File: config.mk
export PLATFORM = sky130hd
export DESIGN_NAME = binary_counter_161
export DESIGN_NICKNAME = d
export VERILOG_FILES = /design/src/rtl/binary_counter_161.sv
export SDC_FILE = /design/constraint.sdc
export NUM_CORES = 1
export LEC_CHECK = 0
export ABC_AREA = 1
export CORE_AREA = 2 2 39 41
export CTS_CLUSTER_DIAMETER = 50
export CTS_CLUSTER_SIZE = 20
export DETAILED_ROUTE_END_ITERATION = 16
export DIE_AREA = 0 0 41 43
export SKIP_LAST_GASP = 1
export SLEW_MARGIN = 15
export SYNTH_ARGS = -nofsm -noshare
export SYNTH_HDL_FRONTEND = slang
export SYNTH_SLANG_ARGS = --single-unit
File: constraint.sdc
create_clock -name clk -period 1.1 [get_ports clk]
set_clock_uncertainty 0.15 [all_clocks]
set_input_delay 0.22 -clock clk [delete_from_list [all_inputs] [get_ports clk]]
set_output_delay 0.22 -clock clk [all_outputs]
set_load 0.01 [all_outputs]
File: src/rtl/binary_counter_161.sv
// ---------------------------------------------------------------------------
// binary_counter_161
//   Presettable synchronous binary counter, 74x161 equivalent. Serves as the
//   microcode step counter: pen gives a synchronous step reset/jump, cep/cet
//   allow stalling, and tc lets several instances cascade into a wider count.
//
// Optional feature (macro COUNTER161_OE_EN):
//   Adds active-low output enable oen. q floats (all Z) while oen=1; the
//   internal count and tc keep running regardless of oen.
//
// Parameters:
//   WIDTH  counter width in bits (default 4)
//
// Ports:
//   clk   in   1      counting clock, rising edge
//   mrn   in   1      master reset, asynchronous, active-low
//   pen   in   1      parallel load enable, synchronous, active-low
//   cep   in   1      count enable (parallel), active-high
//   cet   in   1      count enable (trickle), active-high; also gates tc
//   d     in   WIDTH  parallel load data
//   oen   in   1      output enable, active-low (COUNTER161_OE_EN only)
//   q     out  WIDTH  counter state
//   tc    out  1      terminal count = cet & (q == all-ones)
// ---------------------------------------------------------------------------
module binary_counter_161 #(
    parameter int WIDTH = 4
) (
    input  logic             clk,
    input  logic             mrn,
    input  logic             pen,
    input  logic             cep,
    input  logic             cet,
    input  logic [WIDTH-1:0] d,
`ifdef COUNTER161_OE_EN
    input  logic             oen,
`endif
    output logic [WIDTH-1:0] q,
    output logic             tc
);

    logic [WIDTH-1:0] cnt_q;
    logic             cnt_en;
    logic             all_ones;

    // Both enables must be high to advance; cet is the ripple input when
    // cascading, cep the common stall control.
    assign cnt_en   = cep & cet;
    assign all_ones = &cnt_q;

    // Load outranks count, and a load at all-ones takes d (no wrap).
    always_ff @(posedge clk or negedge mrn) begin
        if (!mrn) begin
            cnt_q <= '0;
        end else if (!pen) begin
            cnt_q <= d;
        end else if (cnt_en) begin
            cnt_q <= cnt_q + 1'b1;   // all-ones wraps to zero naturally
        end
    end

    // Combinational so a cascade's upper stage sees the carry within the
    // same cycle; deliberately independent of cep.
    assign tc = cet & all_ones;

`ifdef COUNTER161_OE_EN
    assign q = oen ? {WIDTH{1'bz}} : cnt_q;
`else
    assign q = cnt_q;
`endif

endmodule

**Word level (Yosys, flattened, before mapping)**

Cells that the tools add are included.

- Output and inout port bits: 5
- Word-level logic and storage cells: 8
- Flip-flop bits (word level): 4
- Input bits: 9

- Bitwise logic cells: 2
- Muxes and demuxes: 2
- Equality and inequality tests: 1
- Reduce and logical (&&, ||, !) cells: 1
- Add/sub/neg operators: 1

Operators by type and width:

| kind | count |
|---|---|
| $mux 4 | 2 |
| $add 4x1->4 const B | 1 |
| $reduce_and 4->1 | 1 |
| $and 1x1->1 | 2 |
| $ne 2x1->1 const B | 1 |

**Logic depth before layout (Yosys ltp)**

Gate-level depths: netlist of run 1.

- Word-level depth: 3
- Gate-level depth with buffers: 6
- Gate-level depth less buffers: 6

**Worst setup path after synthesis of run 1**

Ideal clock, no wire load.

- Kind: register -> output
- Start point: register cnt_q[0] (netlist: q[0])
- End point: output port tc
- Required time: 730 ps
- Cell stages (with the launch flop): 4
- Slack: -139 ps
- Arrival time: 869 ps
- Buffers on the path: 0
- Cell sequence: dfrtp_1 ha_1 nand2_1 nor2_1

- Cells in the longest elaborated chain, start to end: 2

Ends and longest elaborated chain:

| item | line | text |
|---|---|---|
| start: declaration | 41 | `logic [WIDTH-1:0] cnt_q;` |
| start signal: assignment | 57 | `cnt_q <= cnt_q + 1'b1;` |
| $reduce_and 4->1 | 48 | `assign all_ones = &cnt_q;` |
| $and 1x1->1 | 63 | `assign tc = cet & all_ones;` |
| end: declaration | 38 | `output logic tc` |

No other way between the ends.

**Final worst setup path of run 1**

Ends and elaborated chain as after synthesis.

==> reports/metrics.yaml, run 1 <==
clocking:
  cts_tree: "built"
  clock_path_buffers: 2
  clk_latency_ns: 0.24
  cts_sinks: 4
  cts_root_buf: "clkbuf_4"
  cts_buffers: 3
  h-tree-depth: 1
  clk_pin_slew_ns: 0.04
finish:
  drive_gt1_frac: 0.441
  syn2layout_area_growth_pct: 117
  layout.nets: 79
  fin_util: 0.416
  final_cells: 84
  fillers: 161
  largest_reg_flops: 4
  num_antenna_cells: 0
timing:
  timing.slew.headroom: 0.870
  hold_viol_final: 0
  layout_setup_ws_ns: -0.302
  fin_tns_setup_ns: -1.44
  worst_pin_slew_ns: 0.194
  post-route-min-period_ns: 1.40
  post-route-period-util: 1.27
  max_freq_ghz: 0.713
  rsz0062_at_grt: "true"
  setup_viol: 9
  finalMaxSlewViolations: 0
yosys:
  ys_seq_elements: 4
  yosys.area.top_type_share: 0.377
  syn_nets: 49
  synth_area_sq_um: 265
  synthDistinctLibCells: 13
  syn_inst: 39
  seq_area_frac_synth: 0.377
  synthTopCellsByArea: "dfrtp_1, nand2_1, nand3_1, ha_1, inv_1"
  yosys_warnings: 0
  avgSynthCellArea_sq_um: 6.80
  yosysTopAreaCell: "dfrtp_1"
drt:
  wl_per_cell_um: 9.14
  drt_iter0_markers: 1
  dr.pass1.iters: 2
  via_count: 335
  ant_nets: 0
  drc: 0
  viasPerCell: 3.99
  wl_um: 768
hold_path:
  hold_path.class: "in2async"
floorplanning:
  die_w_um: 41
  dieArea_sq_um: 1760
  ioPinCount: 14
  fp.dieH_um: 43
  core_sq_um: 1380
  std_cell_rows: 14
  start_util: 0.192
place:
  port_buffers: 13
  gp_congestion: 0.687
  post-dp-hpwl_um: 555
  place_inst: 74
global_route:
  grtUsageTotal: 0.102
  grt_pass1_vias: 334
  antenna_found_initial: 0
  grt_pass1_wl_um: 1190
  grt_start_max_net_pins: 7
  overflow: 0
setup_path:
  cp.arrival_ns: 1.03
  worst_setup_path_end_kind: "output port"
  critPathMaxFanout: 2
  crit_chain: "ha_4 -> nand2_4 -> nor2_2 -> buf_2"
  critical_path_class: "reg2out"
  slowest_stage: "dfrtp_2"
  worstPathRequired_ns: 0.73
  crit_family: "flip-flops"
  cp_num_buf_inv: 1
  slowest_delay_ns: 0.42
  startpoint_type: "flop"
status:
  status: "finished, violations left"
  violations: "setup timing"
power:
  ir_drop_mv: 0.612
  power.density_nw_per_um2: 1190
  p_leak_nw: 0.312
job:
  drv_cap: 0
-- kinds of logic after synthesis --
logic type / synth area share
fa+ha+maj: 0.0472
flops: 0.377
compound gates: 0.0472
buf+inv: 0.0708
simple gates: 0.458
-- final timing paths --
path / startpoint / to / slack, ns / cells after the start
setup / recovery: q[0] / tc / -0.30 / 4
setup reg to reg: q[0] / q[3] / -0.21 / 7
hold / removal: mrn / q[1] / 0.04 / 1
min in group clk: pen / q[0] / 0.25 / 4
max in group asynchronous: mrn / q[0] / 0.57 / 1
hold reg to reg: q[0] / q[1] / 0.54 / 3
-- routing by layer --
| metal | global-route usage | up-vias | routed length (um) |
|---|---|---|---|
| met2 | 0.181 | 7 | 439 |
| met4 | 0.0200 | 0 | 0 |
| met3 | 0.0628 | 0 | 30 |
| li1 | - | 180 | - |
| met1 | 0.0906 | 148 | 298 |
| met5 | 0 | - | 0 |
-- layout by cell type, fill, tap and decap left out, drive strengths merged --
cell,n
nand2,17
ha,1
clkbuf,4
nor2,4
nand3,4
o21ai,1
dlymetal6s2s,2
clkdlybuf4s50,6
nand4,1
dfrtp,4
or2,1
o211ai,1
inv,5
buf,17
-- metrics by stage --
stage / instance area (sq um) / worst slack [ns] / power, mW / hold slack (ns)
after detailed placement: 464 / -0.628 / 0.399 / 0.290
after CTS: 558 / -0.319 / 0.682 / 0.0328
after global placement: 464 / -0.628 / 0.396 / 0.286
after floorplan: 269 / -0.0992 / 0.268 / -0.226
after global routing: 576 / -0.351 / 0.745 / 0.0441
final: 576 / -0.302 / 0.685 / 0.0398
-- Yosys cell counts --
cell type	instances
nand2_1	16
dfrtp_1	4
nand3_1	4
inv_1	3
nor2_1	3
inv_2	2
ha_1	1
nand2_2	1
nand4_1	1
nor2_4	1
o211ai_1	1
o21ai_1	1
or2_0	1
-- power by group --
group | internal (mW) | total (mW) | switching, mW
registers | 0.169 | 0.188 | 0.0192
clock network | 0.136 | 0.201 | 0.0642
logic | 0.179 | 0.296 | 0.117
total | 0.484 | 0.685 | 0.200
-- layout make-up --
cell class                      count  area [sq um]  share of cell area
Timing Repair Buffer               25           234               0.407
Multi-Input combinational cell     30           175               0.304
Sequential cell                     4           101               0.176
Clock buffer                        4          26.3              0.0457
Tap cell                           16          20.0              0.0348
Inverter                            5          18.8              0.0326
-- what timing repair did --
action / in CTS / in global routing
setup endpoints to repair: 9 / 9
cloned: 0 / 0
hold buffers: 0 / 0
buffers inserted: 6 / 2
resized for setup: 30 / 7
pin swaps: 3 / 1
(Power assumes the default switching activity.)
==> run 2, diff against run 1 <==
--- a/config.mk
+++ b/config.mk
@@ -16,3 +16,4 @@
 export SYNTH_ARGS = -nofsm -noshare
 export SYNTH_HDL_FRONTEND = slang
 export SYNTH_SLANG_ARGS = --single-unit
+export TNS_END_PERCENT = 100
==> constraint.sdc (replaced) <==
create_clock -name clk -period 1.2 [get_ports clk]
set_clock_uncertainty 0.15 [all_clocks]
set_input_delay 0.24 -clock clk [delete_from_list [all_inputs] [get_ports clk]]
set_output_delay 0.24 -clock clk [all_outputs]
set_load 0.01 [all_outputs]
==> reports/metrics.yaml, run 2 (same netlist as run 1, synthesis figures left out) <==
clocking:
  h-tree-depth: 1
  clk_pin_slew_ns: 0.04
  cts_tree: "built"
  cts_sinks: 4
  cts_buffers: 3
  clock_path_buffers: 2
  clk_latency_ns: 0.24
  cts_root_buf: "clkbuf_4"
power:
  power.internal_uw: 441
  p_comb_frac: 0.425
  ir_drop_mv: 0.628
  power.density_nw_per_um2: 1090
  pwr-share-seq: 0.280
  switching_power_uw: 180
  p_sw_frac: 0.290
  clkPwrFrac: 0.295
  p_leak_nw: 0.300
setup_path:
  startpoint_type: "flop"
  critical_path_class: "reg2out"
  critPathMaxFanout: 2
  worstPathRequired_ns: 0.81
  reg2reg_setup_slack_ns: -0.08
  cp.arrival_ns: 1.05
  worst_setup_path_end_kind: "output port"
global_route:
  grtUsageTotal: 0.0995
  antenna_found_initial: 0
  overflow: 0
  grt_start_max_net_pins: 7
  grt_pass1_wl_um: 1190
  grt_pass1_vias: 328
place:
  port_buffers: 13
  dp_slack_ns: -0.594
  post-dp-hpwl_um: 527
  gp_congestion: 0.698
timing:
  worst_hold_slack_ns: 0.0567
  setup_viol: 5
  finalMaxSlewViolations: 0
  rsz0062_at_grt: "true"
  post-route-min-period_ns: 1.44
  hold_viol_final: 0
  max_freq_ghz: 0.696
  timing.slew.headroom: 0.875
  post-route-period-util: 1.20
  worst_pin_slew_ns: 0.187
  layout_setup_ws_ns: -0.237
finish:
  fin_util: 0.413
  layout_commonest_cell: "nand2_1"
  syn2layout_area_growth_pct: 116
  final_cell_mix: "nand2_1, buf_6, clkdlybuf4s50_1, buf_4"
  largest_reg_flops: 4
  num_antenna_cells: 0
  drive_gt1_frac: 0.448
  layout.nets: 78
floorplanning:
  std_cell_rows: 14
  die_w_um: 41
  dieArea_sq_um: 1760
  ioPinCount: 14
  core_sq_um: 1380
  fp.dieH_um: 43
  start_util: 0.192
drt:
  viasPerCell: 4.12
  via_count: 342
  wl_per_cell_um: 8.42
  dr.pass1.iters: 2
  wl_um: 699
  ant_nets: 0
  drt_iter0_markers: 3
  drc: 0
status:
  violations: "setup timing"
  status: "finished, violations left"
hold_path:
  hold_path.class: "in2async"
job:
  drv_cap: 0
## run 2: cell types whose count changed in the layout (fill, tap and decap cells not counted)
cell / previous run / this run
buf_4: 8 / 6
buf_6: 7 / 8
nand2_2: 2 / 3
nand2_4: 1 / 0
nand3_1: 4 / 3
nand3_2: 0 / 1
## run 2: metrics by stage
stage / std cells / TNS [ns] / cell area, sq um / power (mW)
2_1_floorplan: 39 / 0 / 269 / 0.246
3_3_place_gp: 75 / -2.09 / 472 / 0.369
3_5_place_dp: 75 / -2.13 / 472 / 0.369
4_1_cts: 81 / -0.782 / 529 / 0.597
5_1_grt: 83 / -0.979 / 572 / 0.671
6_report: 83 / -0.732 / 572 / 0.622
## run 2: final cells by class
class                           instances  area (sq um)
Clock buffer                            4          26.3
Fill cell                             148           812
Inverter                                5          18.8
Multi-Input combinational cell         30           175
Sequential cell                         4           101
Tap cell                               16          20.0
Timing Repair Buffer                   24           230
## run 2: final timing paths
kind	from	to	cells past startpoint
max	q[1]	tc	4
min	mrn	q[1]	1
min reg2reg	q[2]	q[2]	5
max reg2reg	q[0]	q[3]	7
max in group asynchronous	mrn	q[0]	1
min in group clk	pen	q[0]	4
## run 2: what timing repair did
item / CTS / global route
buffers inserted: 3 / 2
hold endpoints to repair: 0 / 0
endpoints found under the setup margin: 6 / 8
gates resized for setup: 28 / 8
hold buffers: 0 / 0
gates cloned: 0 / 0
pin swaps: 1 / 2
## run 2: critical path: stages (launching register included)
cell and delay, ns:
dfrtp_1 0.41, ha_4 0.18, nand2_2 0.07, nor2_2 0.03
buf_2 0.13
## run 2: power by group through the flow
stage	Combinational [mW]	Clock [mW]	Sequential, mW
global placement	0.201	0	0.167
finish	0.264	0.184	0.174
CTS	0.232	0.193	0.173
detailed placement	0.201	0	0.168
global route	0.295	0.201	0.175
floorplan	0.0584	0	0.188
## run 2: routing by layer
metal	share of wire	track usage	wire length, um
met4	0	0.0200	0
met3	0.046	0.0628	32
met5	0	0	0
met2	0.58	0.159	408
met1	0.37	0.106	258
==> edit 1 (config.mk and constraints of run 1) <==
Change the parameter `WIDTH` from 4 to 6. Comments in the files are not updated.
--- a/src/rtl/binary_counter_161.sv
+++ b/src/rtl/binary_counter_161.sv
@@ -25,3 +25,3 @@
 module binary_counter_161 #(
-    parameter int WIDTH = 4
+    parameter int WIDTH = 6
 ) (
Interface: changed (resized d and q); port bits go from 14 to 18. The function was not compared with the original's and may differ.
==> edit 1 against run 1 <==
  * The flow still finishes with violations (negative setup slack)
  * Cell count rose by 32%
  * Setup slack got worse by 0.050 ns
  * Area after synthesis rose by 47%
  * Final area rose by 52%
  * Wire length rose by 74%
  * Sequential cell count rose by 2
  * Critical path depth did not move
  * First-iteration DRC count rose by 100%
  * Power rose by 43%
  * Largest power group unchanged
==> edit 1: results (changes against run 1) <==
status: "finished with violations"
failed_checks: "negative setup slack"
r2r_cells: 6  # -1
netlist_top_cells_area: "dfrtp_1 (39%), nand2_1 (19%), nand3_1 (10%), inv_1 (6.8%), xor2_1 (4.5%)"
syn-num-nets: 67  # +37%
hold_ws_ns: 0.0876  # +0.0478 ns
grt_start_max_net_pins: 8  # +1
multi_input_cells: 41  # +37%
io_buffer_count: 17  # +4
dp_cells: 96  # +30%
peakVddDrop_mv: 0.470  # -23%
initialDrtViolationCount: 2  # +1
fill_cells: 124  # -23%
num_vias: 510  # +52%
reg2reg_from: "q[1]"
netlist-cell-type-count: 15  # +2
setup_violations: 13  # +4
ys_top_cells_by_count: "nand2_1 (20), nand3_1 (8), inv_1 (7)"
place_area_sq_um: 662  # +43%
synth-seq-cells: 6  # +2
finalNonFillerCells: 111  # +32%
ys_seq_area_share_pct: 38.6  # +0.85 points
hpwl_um: 790  # +42%
inverters: 8  # +3
areaGrowthSynthToFinish_pct: 124
drtPass1Iterations: 3  # +1
tns_ns: -2.64  # -1.20 ns
post_drt_wl_per_cell_um: 12.0  # +31%
reg2reg_slack_ns: -0.28  # -0.07 ns
buf_share_pct: 40.2  # -0.48 points
setup_slack_ns: -0.351  # -0.0495 ns
largest_register_ff_count: 6  # +2
pre_cts_ws_ns: -0.700  # -0.0718 ns
grt_first_pass_wirelength_um: 2040  # +72%
r2r-end: "q[2]"
worst_pin_slew_ns: 0.348  # +0.154 ns
clockNetworkAreaShare_pct: 3.01  # -1.6 points
track_usage_pct: 17.4  # +7.3 points
syn_inst: 55  # +41%
[edit 1: changes by cell type after synthesis, sizes merged]
cell           run 1  this run
nand2             17        22
nand3              4         8
inv                5         8
dfrtp              4         6
xor2               0         2
a31oi              0         1
nand4              1         0
o21bai             0         1
or2                1         0
[edit 1: cells by family after synthesis]
logic type / after synthesis / synth area share [%]
compound gates: 4 / 6.75
fa+ha+maj: 1 / 3.21
buf+inv: 8 / 7.72
xor+xnor: 2 / 4.50
simple gates: 34 / 39.2
flops: 6 / 38.6
[edit 1: worst max-delay path by stage]
stage / from / to / slack (ns) / depth (start not counted)
floorplan: q[1] / tc / -0.05 / 3
global placement: cet / tc / -0.69 / 4
detailed placement: cet / tc / -0.70 / 4
CTS: q[1] / tc / -0.35 / 4
global route: q[1] / tc / -0.39 / 4
finish: q[1] / tc / -0.35 / 4
[edit 1: metal layers]
layer  GRT usage, %  vias up  share of wire (%)
li1               -      255                  -
met1           20.2      229                 41
met2           26.6       19                 50
met3           4.71        7                5.6
met4           11.3        0                3.5
met5              0        -                  0
[edit 1: worst register-to-register path, delay by kind of cell, from the launching register on]
| family | cells | cell delay, ns |
|---|---|---|
| flip-flops | 1 | 0.42 |
| buffers and inverters | 2 | 0.25 |
| adder cells (fa/ha/maj) | 1 | 0.18 |
| XOR/XNOR | 1 | 0.15 |
| AND/OR/NAND/NOR | 2 | 0.12 |
[edit 1: where the power goes]
group          internal, mW  leakage [nW]  switching [mW]
clock                 0.138        0.0150          0.0951
sequential            0.250        0.0703          0.0227
combinational         0.277         0.333           0.198
[edit 1: what timing repair did]
| item | CTS | global route |
|---|---|---|
| gates resized for setup | 50 | 10 |
| pin swaps | 8 | 6 |
| endpoints found under the setup margin | 13 | 13 |
| hold buffers | 0 | 0 |
| hold endpoints to repair | 0 | 0 |
| buffers inserted | 9 | 5 |
==> edit 2 (settings of run 1) <==
Without the edit above. Put one more register stage on the output `q`, with the module's reset. The value now appears one clock later. The other outputs are not delayed to match.
--- a/src/rtl/binary_counter_161.sv
+++ b/src/rtl/binary_counter_161.sv
@@ -67,3 +67,9 @@
 `else
-    assign q = cnt_q;
+    always_ff @(posedge clk or negedge mrn) begin
+        if (!mrn) begin
+            q <= '0;
+        end else begin
+            q <= cnt_q;
+        end
+    end
 `endif
Formal check against the unedited RTL: not equivalent (a bounded check fails within 4 cycles, from zero or initial values).
==> edit 2 against run 1 <==
  * The run still ends with negative setup slack left
  * Via count is 4.5% higher
  * Sequential cell count rose by 4
  * Wire length decreased by 5.6%
  * Power is 20% higher
  * First-iteration DRC count is 100% lower
  * Setup slack got worse by 0.0074 ns
  * Cell count fell by 2.4%
  * Area after synthesis increased by 40%
  * Critical path depth stayed put
  * Hold slack better by 0.056 ns
  * Final area increased by 11%
  * Largest cell class is now flip-flops and latches
  * Largest power group is now registers
==> edit 2: results (changes against run 1) <==
status: "finished with violations"
failed_checks: "negative setup slack"
drtPass1Iterations: 1  # -1
worst_pin_slew_ns: 0.355  # +0.161 ns
ys_seq_area_share_pct: 54.1  # +16 points
vias_per_cell: 4.27  # +7.0%
syn-num-nets: 52  # +6.1%
grt_start_max_net_pins: 9  # +2
peakVddDrop_mv: 0.456  # -25%
setup_slack_ns: -0.309  # -0.00742 ns
pre_cts_ws_ns: -0.680  # -0.0520 ns
num_vias: 350  # +4.5%
gr-usage-met3_pct: 3.14  # -3.1 points
swShare_pct: 27.6  # -1.7 points
grt_pass1_vias: 292  # -13%
wl_met2_um: 342  # -22%
cpPeakStageDelay_ns: 0.40  # -0.02 ns
reg2reg_slack_ns: -0.10  # +0.11 ns
place_area_sq_um: 586  # +26%
setup_violations: 4  # -5
grt_first_pass_wirelength_um: 1180  # -0.59%
totalPowerFinal_mw: 0.822  # +20%
hpwl_um: 567  # +2.1%
gp_congestion: 0.757  # +10%
hold_ws_ns: 0.0962  # +0.0564 ns
r2r-end: "cnt_q[2]"
cts_resized: 23  # -23%
postCtsSetupBuffers: 0  # -6
grtUsageMet1_pct: 12.8  # +3.7 points
grt_use_met2_pct: 13.8  # -4.4 points
crit_start: "cnt_q[1]"
drive_above_1_share_pct: 36.4  # -7.8 points
leakage_nw: 0.335  # +7.4%
wl_met1_um: 325  # +9.1%
netlist_top_cells_area: "dfrtp_1 (54%), nand2_1 (13%), nand3_1 (9.5%), ha_1 (3.4%), inv_1 (3.0%)"
combPwrFrac_pct: 29.9  # -13 points
nets: 78  # -1.3%
seq-power_mw: 0.359  # +91%
initialDrtViolationCount: 0  # -1
r2r_cells: 6  # -1
[edit 2: cell count changes after synthesis]
| cell | delta |
|---|---|
| nand2_4 | +1 |
| nand2_2 | -1 |
| dfrtp_1 | +4 |
| inv_2 | -1 |
| or2_0 | -1 |
| nand2_1 | -3 |
| or2_1 | +1 |
| nand3_1 | +3 |
[edit 2: kinds of logic (layout without fill, tap and decap cells)]
kind of cell             after synthesis  in the layout  synth area share, %
AND/OR/NAND/NOR                       27             27                 35.1
flip-flops                             8              8                 54.1
buffers and inverters                  4             28                 4.05
AO/OA/AOI/OAI                          2              2                 3.38
adder cells (fa/ha/maj)                1              1                 3.38
[edit 2: worst register-to-register path, stage by stage, from the launching register on]
cell     delay [ns]
dfrtp_1        0.40
ha_4           0.18
buf_4          0.14
nor2_4         0.06
nor2_1         0.04
nand2_1        0.05
nand3_1        0.06
[edit 2: cell type report]
class,count,area (sq um)
sequential,8,200
timing repair buffer,21,189
inverter,4,15.0
multi-input combinational,30,193
tap,16,20.0
clock buffer,3,22.5
fill,142,744
